==> src/rtl/wb_trace_pkg.sv <==
// Shared definitions for the write-back trace buffer: event layout and packing.
package wb_trace_pkg;

  localparam int unsigned TRACE_W  = 50;
  localparam int unsigned OVF_BIT  = 49;
  localparam int unsigned PC_LSB   = 37;
  localparam int unsigned PC_W     = 12;
  localparam int unsigned RD_LSB   = 32;
  localparam int unsigned RD_W     = 5;
  localparam int unsigned DATA_LSB = 0;
  localparam int unsigned DATA_W   = 32;

  function automatic logic [TRACE_W-1:0] pack_event(
    input logic              ovf,
    input logic [PC_W-1:0]   pc,
    input logic [RD_W-1:0]   rd,
    input logic [DATA_W-1:0] data
  );
    logic [TRACE_W-1:0] ev;
    ev                     = '0;
    ev[OVF_BIT]            = ovf;
    ev[PC_LSB +: PC_W]     = pc;
    ev[RD_LSB +: RD_W]     = rd;
    ev[DATA_LSB +: DATA_W] = data;
    return ev;
  endfunction

endpackage

==> src/rtl/sync_fifo.sv <==
// Single-clock FIFO with wrap-bit pointers; a push into a full FIFO is taken
// only when a pop happens on the same edge.
module sync_fifo #(
  parameter  int unsigned WIDTH = 50,
  parameter  int unsigned DEPTH = 8,
  localparam int unsigned AW    = $clog2(DEPTH)
) (
  input  logic             clock,
  input  logic             reset,
  input  logic             push,
  input  logic [WIDTH-1:0] push_data,
  input  logic             pop,
  output logic [WIDTH-1:0] pop_data,
  output logic             full,
  output logic             empty,
  output logic [AW:0]      count
);

  logic [WIDTH-1:0] mem [DEPTH];
  logic [AW:0]      wr_ptr;
  logic [AW:0]      rd_ptr;
  logic             do_push;
  logic             do_pop;

  assign empty   = (wr_ptr == rd_ptr);
  assign full    = (wr_ptr[AW] != rd_ptr[AW]) && (wr_ptr[AW-1:0] == rd_ptr[AW-1:0]);
  assign count   = wr_ptr - rd_ptr;
  assign do_pop  = pop & ~empty;
  assign do_push = push & (~full | do_pop);
  assign pop_data = mem[rd_ptr[AW-1:0]];

  always_ff @(posedge clock or negedge reset) begin
    if (!reset) begin
      wr_ptr <= '0;
      rd_ptr <= '0;
      for (int unsigned i = 0; i < DEPTH; i++) mem[i] <= '0;
    end else begin
      if (do_push) begin
        mem[wr_ptr[AW-1:0]] <= push_data;
        wr_ptr              <= wr_ptr + 1'b1;
      end
      if (do_pop) rd_ptr <= rd_ptr + 1'b1;
    end
  end

endmodule

==> src/rtl/wb_trace_buffer.sv <==
// Captures regfile write-back events into a FIFO and drains them over a
// valid/ready stream, counting events lost to a full buffer.
module wb_trace_buffer
  import wb_trace_pkg::*;
#(
  parameter int unsigned DEPTH   = 8,
  parameter int unsigned DROP_R0 = 1
) (
  input  logic               clock,
  input  logic               reset,
  input  logic               ctrl_writeEnable,
  input  logic [4:0]         ctrl_writeReg,
  input  logic [31:0]        data_writeReg,
  input  logic [11:0]        address_imem,
  input  logic               overflow,
  output logic               trace_valid,
  input  logic               trace_ready,
  output logic [TRACE_W-1:0] trace_data,
  output logic [15:0]        drop_count,
  output logic               dropped
);

  localparam int unsigned AW = $clog2(DEPTH);

  logic [1:0]  rst_sync;
  logic        active;
  logic        push_req;
  logic        pop;
  logic        drop;
  logic        fifo_full;
  logic        fifo_empty;
  logic [AW:0] fifo_count_unused;

  // Captures stay off until reset release has passed through two flops.
  always_ff @(posedge clock or negedge reset) begin
    if (!reset) rst_sync <= '0;
    else        rst_sync <= {rst_sync[0], 1'b1};
  end

  assign active   = rst_sync[1];
  assign push_req = active & ctrl_writeEnable &
                    ~((DROP_R0 != 0) && (ctrl_writeReg == '0));
  assign pop      = trace_ready & ~fifo_empty;
  assign drop     = push_req & fifo_full & ~pop;

  assign trace_valid = ~fifo_empty;

  sync_fifo #(
    .WIDTH (TRACE_W),
    .DEPTH (DEPTH)
  ) u_fifo (
    .clock     (clock),
    .reset     (reset),
    .push      (push_req),
    .push_data (pack_event(overflow, address_imem, ctrl_writeReg, data_writeReg)),
    .pop       (pop),
    .pop_data  (trace_data),
    .full      (fifo_full),
    .empty     (fifo_empty),
    .count     (fifo_count_unused)
  );

  always_ff @(posedge clock or negedge reset) begin
    if (!reset) begin
      drop_count <= '0;
      dropped    <= 1'b0;
    end else if (drop) begin
      if (drop_count != '1) drop_count <= drop_count + 1'b1;
      dropped <= 1'b1;
    end
  end

endmodule

==> config.mk <==
export PLATFORM = sky130hd
export DESIGN_NAME = wb_trace_buffer
export DESIGN_NICKNAME = d
export VERILOG_FILES = /design/src/rtl/wb_trace_pkg.sv /design/src/rtl/sync_fifo.sv /design/src/rtl/wb_trace_buffer.sv
export SDC_FILE = /design/constraint.sdc
export NUM_CORES = 1
export LEC_CHECK = 0
export CORE_ASPECT_RATIO = 0.8
export CORE_MARGIN = 2
export CORE_UTILIZATION = 60
export DETAILED_ROUTE_END_ITERATION = 10
export PLACE_DENSITY = 0.82
export SLEW_MARGIN = 40
export SYNTH_ARGS = -nofsm -noshare
export SYNTH_HDL_FRONTEND = slang
export SYNTH_SLANG_ARGS = --single-unit
==> constraint.sdc <==
create_clock -name clock -period 3.2 [get_ports clock]
set_clock_uncertainty 0.15 [all_clocks]
set_input_delay 0.32 -clock clock [delete_from_list [all_inputs] [get_ports clock]]
set_output_delay 0.32 -clock clock [all_outputs]
set_load 0.02 [all_outputs]
==> impl_results.md <==
* Result of the run: finished with violations
* Violated checks: setup timing
* Required time of the critical path at between 2 and 3 ns
* Delay contributed by the slowest stage of the critical path at ~0.57 ns
* TritonCTS clock tree: built
* Number of buffers created by CTS at 42
* Number of enable-type register cells in the synthesized netlist at 0
* Number of synthesized register bits at 427
* Nets at between 1,000 and 1,500
* Startpoint type of the worst setup path: flip-flop
* Initial core utilization at between 60% and 70%
* Number of buffer and inverter stages on the critical path at 2
* Total detailed-routing wirelength at about 41,000 um
* Die outline height at 165 um
* Portion of netlist area occupied by mux cells at a little under two fifths
* Synth Area in XOR/XNOR at under 10%
* Setup repair after global routing missed its margin: true
* Max-slew headroom at the worst pin at a little under three fifths
* Total global routing overflow at 0
* Synth Warn # at 0
* Final Instance Count excl. Fillers at about 1,700
* Worst path slowest cell: dfrtp_4
* Cell area after synthesis at a little under 20,000 sq um
* Routing usage on met2 at just over 40%
* Tightest Hold Check Type: reg -> reg
* Number of distinct library cell variants in the gate-level netlist after synthesis at 31
* Buffers on Ports at 121
* Critical path peak fanout at 15
* Synthesized instance count at ~1,100
* M1 GR Usage at 37.2%
* Vias in the first global route at ~11,000
* Ys flop type: dfrtp_1
* Total chip power at ~0.025 W
* Setup Total Neg Slack at -0.0104 ns
* Final Wtd Congestion at between 0.7 and 0.8
* Async SR Flop Fraction at 100%
* Number of placement rows at 58
* Adder-Cell Fraction of Synth Area at 0.193%
* Synthesized area per cell at 17.0 sq um
* Max-cap violations at 0
* Residual DRC at 0
* Clk slew on worst S/H paths at 0.06 ns
* First-pass GRT wire length at approximately 65,000 um
* Detail Route Antenna Nets at 0
* Die Area at between 30,000 and 40,000 sq um
* Largest area contributor in the synthesized netlist: dfrtp_1
* Width of the die at slightly above 200 um
* Simple-gate share of the synthesized area at 2.11%
* Largest net degree at the start of global routing at between 80 and 90
* Share of the synthesized area in compound gates (AO/OA/AOI/OAI) at less than 1%
* Violation count after the first detailed-routing iteration at between 500 and 600
* Buffer depth of the longest clock path at 3
* Number of clock sinks seen by CTS at about 430
* Number of endpoints failing setup at the final stage at 2
* Share of final-layout standard cells stronger than drive strength 1 at a little under 50%
* H-tree Lvls at 2
* Critical Path AT at 2.74 ns
* Top area cells in the synthesized netlist: dfrtp_1 (55%), mux2_2 (23%), mux4_2 (12%)
* Post-DP HPWL at ~24,000 um
* CP top delay family: multiplexers
* Top post-synthesis cells by count: dfrtp_1 (427), mux2_2 (403), mux4_2 (100)
* Area overhead of the layout relative to synthesis at 17.4%
* Top Ports at roughly 120
* Critical path endpoint category: primary output
* Largest family of logic cells by synthesized area: multiplexers
* Time the final worst path needs with I/O delays and setup at around 3.2 ns
* Crit share post-route at 100%
* Global-route track usage on met3 at under 10%
* Later-pin clock latency in the skew report at approximately 0.54 ns
* Placed Cells at 1,658
* Max-slew violations at 0
* Pwr Density at roughly 1100 nW/um^2
* Most Used Layer, Global Route: met2
* Number of failing hold endpoints at the final stage at 0
* Total leakage power at a little under 10 nW
* Peak VDD IR at between 0.0006 and 0.0007 V
* Most common cell in the synthesized netlist: dfrtp_1
* Transition time at the pin with the least slew margin at between 0.6 and 0.7 ns
* Core Footprint at 31,600 sq um
* Critical setup path kind: reg -> out
* Buffer type at the clock tree root: clkbuf_16
* Fraction of the yosys area taken by sequential cells at between 50% and 60%
* Sequence of cells on the critical path: buf_8 -> mux4_2 -> mux2_2 -> clkdlybuf4s50_1
* Max Fclk at roughly 0.31 GHz
* Pre-antenna DRT Iters at 4
* Per-cell routed wire length at approximately 24 um
* Vias at between 10,000 and 15,000
* Worst hold slack across all endpoints at ~0.22 ns
* Post-layout worst setup margin at -0.00957 ns
* Initial antenna violation count at 1
* Syn nets at about 1,200
* Area share of the leading cell type in the synthesized netlist at 55.0%
* Vias per Instance at between 6 and 7
* GRT Total Usage at 25.4%
layout make-up:
class	count	area [sq um]
flip-flops and latches	427	10700
fillers	2029	8850
multi-input cells	643	8130
repair buffers	168	1980
clock buffers	59	1220
well taps	420	526
clock inverters	18	220
inverters	4	15.0
diodes	1	2.50
layer usage:
layer	up-vias	share of wire, %	routed length (um)
met4	0	1.6	651
met2	205	48	19500
li1	4578	-	-
met1	5677	45	18500
met5	-	0	0
met3	45	5.4	2230
sequential cells by signal, summed over array words and instances (netlist names):
| name | flops |
|---|---|
| u_fifo.mem | 400 |
| drop_count | 16 |
| u_fifo.rd_ptr | 4 |
| u_fifo.wr_ptr | 4 |
| rst_sync | 2 |
| dropped | 1 |
where the power goes:
group / internal [W] / switching (W) / total (W)
clock: 0.00299 / 0.00209 / 0.00509
sequential: 0.00787 / 0.00135 / 0.00922
combinational: 0.00603 / 0.00425 / 0.0103
total: 0.0169 / 0.00770 / 0.0246
worst reg2reg max path, stage by stage, from the launching register on:
cell and delay [ns]:
dfrtp_4 0.59, buf_4 0.20, xnor2_1 0.22, nand3_2 0.13
o31ai_4 0.41, buf_4 0.24, nor4_4 0.07, buf_4 0.26
mux2_4 0.34
logic make-up (layout without fill, tap and decap cells):
| group | count (synthesis) | count (layout) |
|---|---|---|
| xor gates and xnor gates | 25 | 25 |
| and+or+nand+nor | 59 | 59 |
| buffers and inverters | 75 | 249 |
| adders and majority gates | 3 | 3 |
| AOI/OAI and AO/OA | 2 | 2 |
| muxes | 553 | 553 |
| DFF | 427 | 427 |
| other | 1 | 2 |
cells in the final DEF, fill, tap and decap left out, types with 18 or more instances in the layout:
cell	n
dfrtp_1	424
mux2_2	403
mux4_2	100
clkdlybuf4s50_1	79
clkbuf_16	44
mux2_1	29
xnor2_1	22
dlymetal6s2s_1	22
mux2_4	21
dlygate4sd2_1	19
buf_12	19
buf_4	18
repair_timing:
item,CTS,global route
cloned,1,1
hold buffers,1,0
endpoints found under the hold margin,72,0
setup endpoints to repair,50,31
resized for setup,23,23
setup buffers,1,0
pin swaps,0,0
path summary, 6_finish.rpt:
path,slack [ns],start,cells past startpoint,end
setup / recovery,-0.01,u_fifo.rd_ptr[0],4,trace_data[45]
hold / removal,0.22,rst_sync[0],0,rst_sync[1]
setup reg to reg,0.48,u_fifo.rd_ptr[0],8,u_fifo.mem[36]
hold reg to reg,0.22,rst_sync[0],0,rst_sync[1]
max in group asynchronous,1.77,reset,3,u_fifo.mem[369]
min in group asynchronous,0.23,reset,2,u_fifo.mem[179]
through the flow:
stage | util [%] | area, sq um | worst slack, ns
global placement | 66.9 | 21200 | 0.0625
finish | 72.0 | 22800 | -0.00957
detailed placement | 67.0 | 21200 | 0.205
CTS | 71.7 | 22700 | -0.0809
floorplan | - | 19400 | 0.483
global route | 72.0 | 22800 | -0.0974
Note: power is estimated with default switching activity, not from simulation.
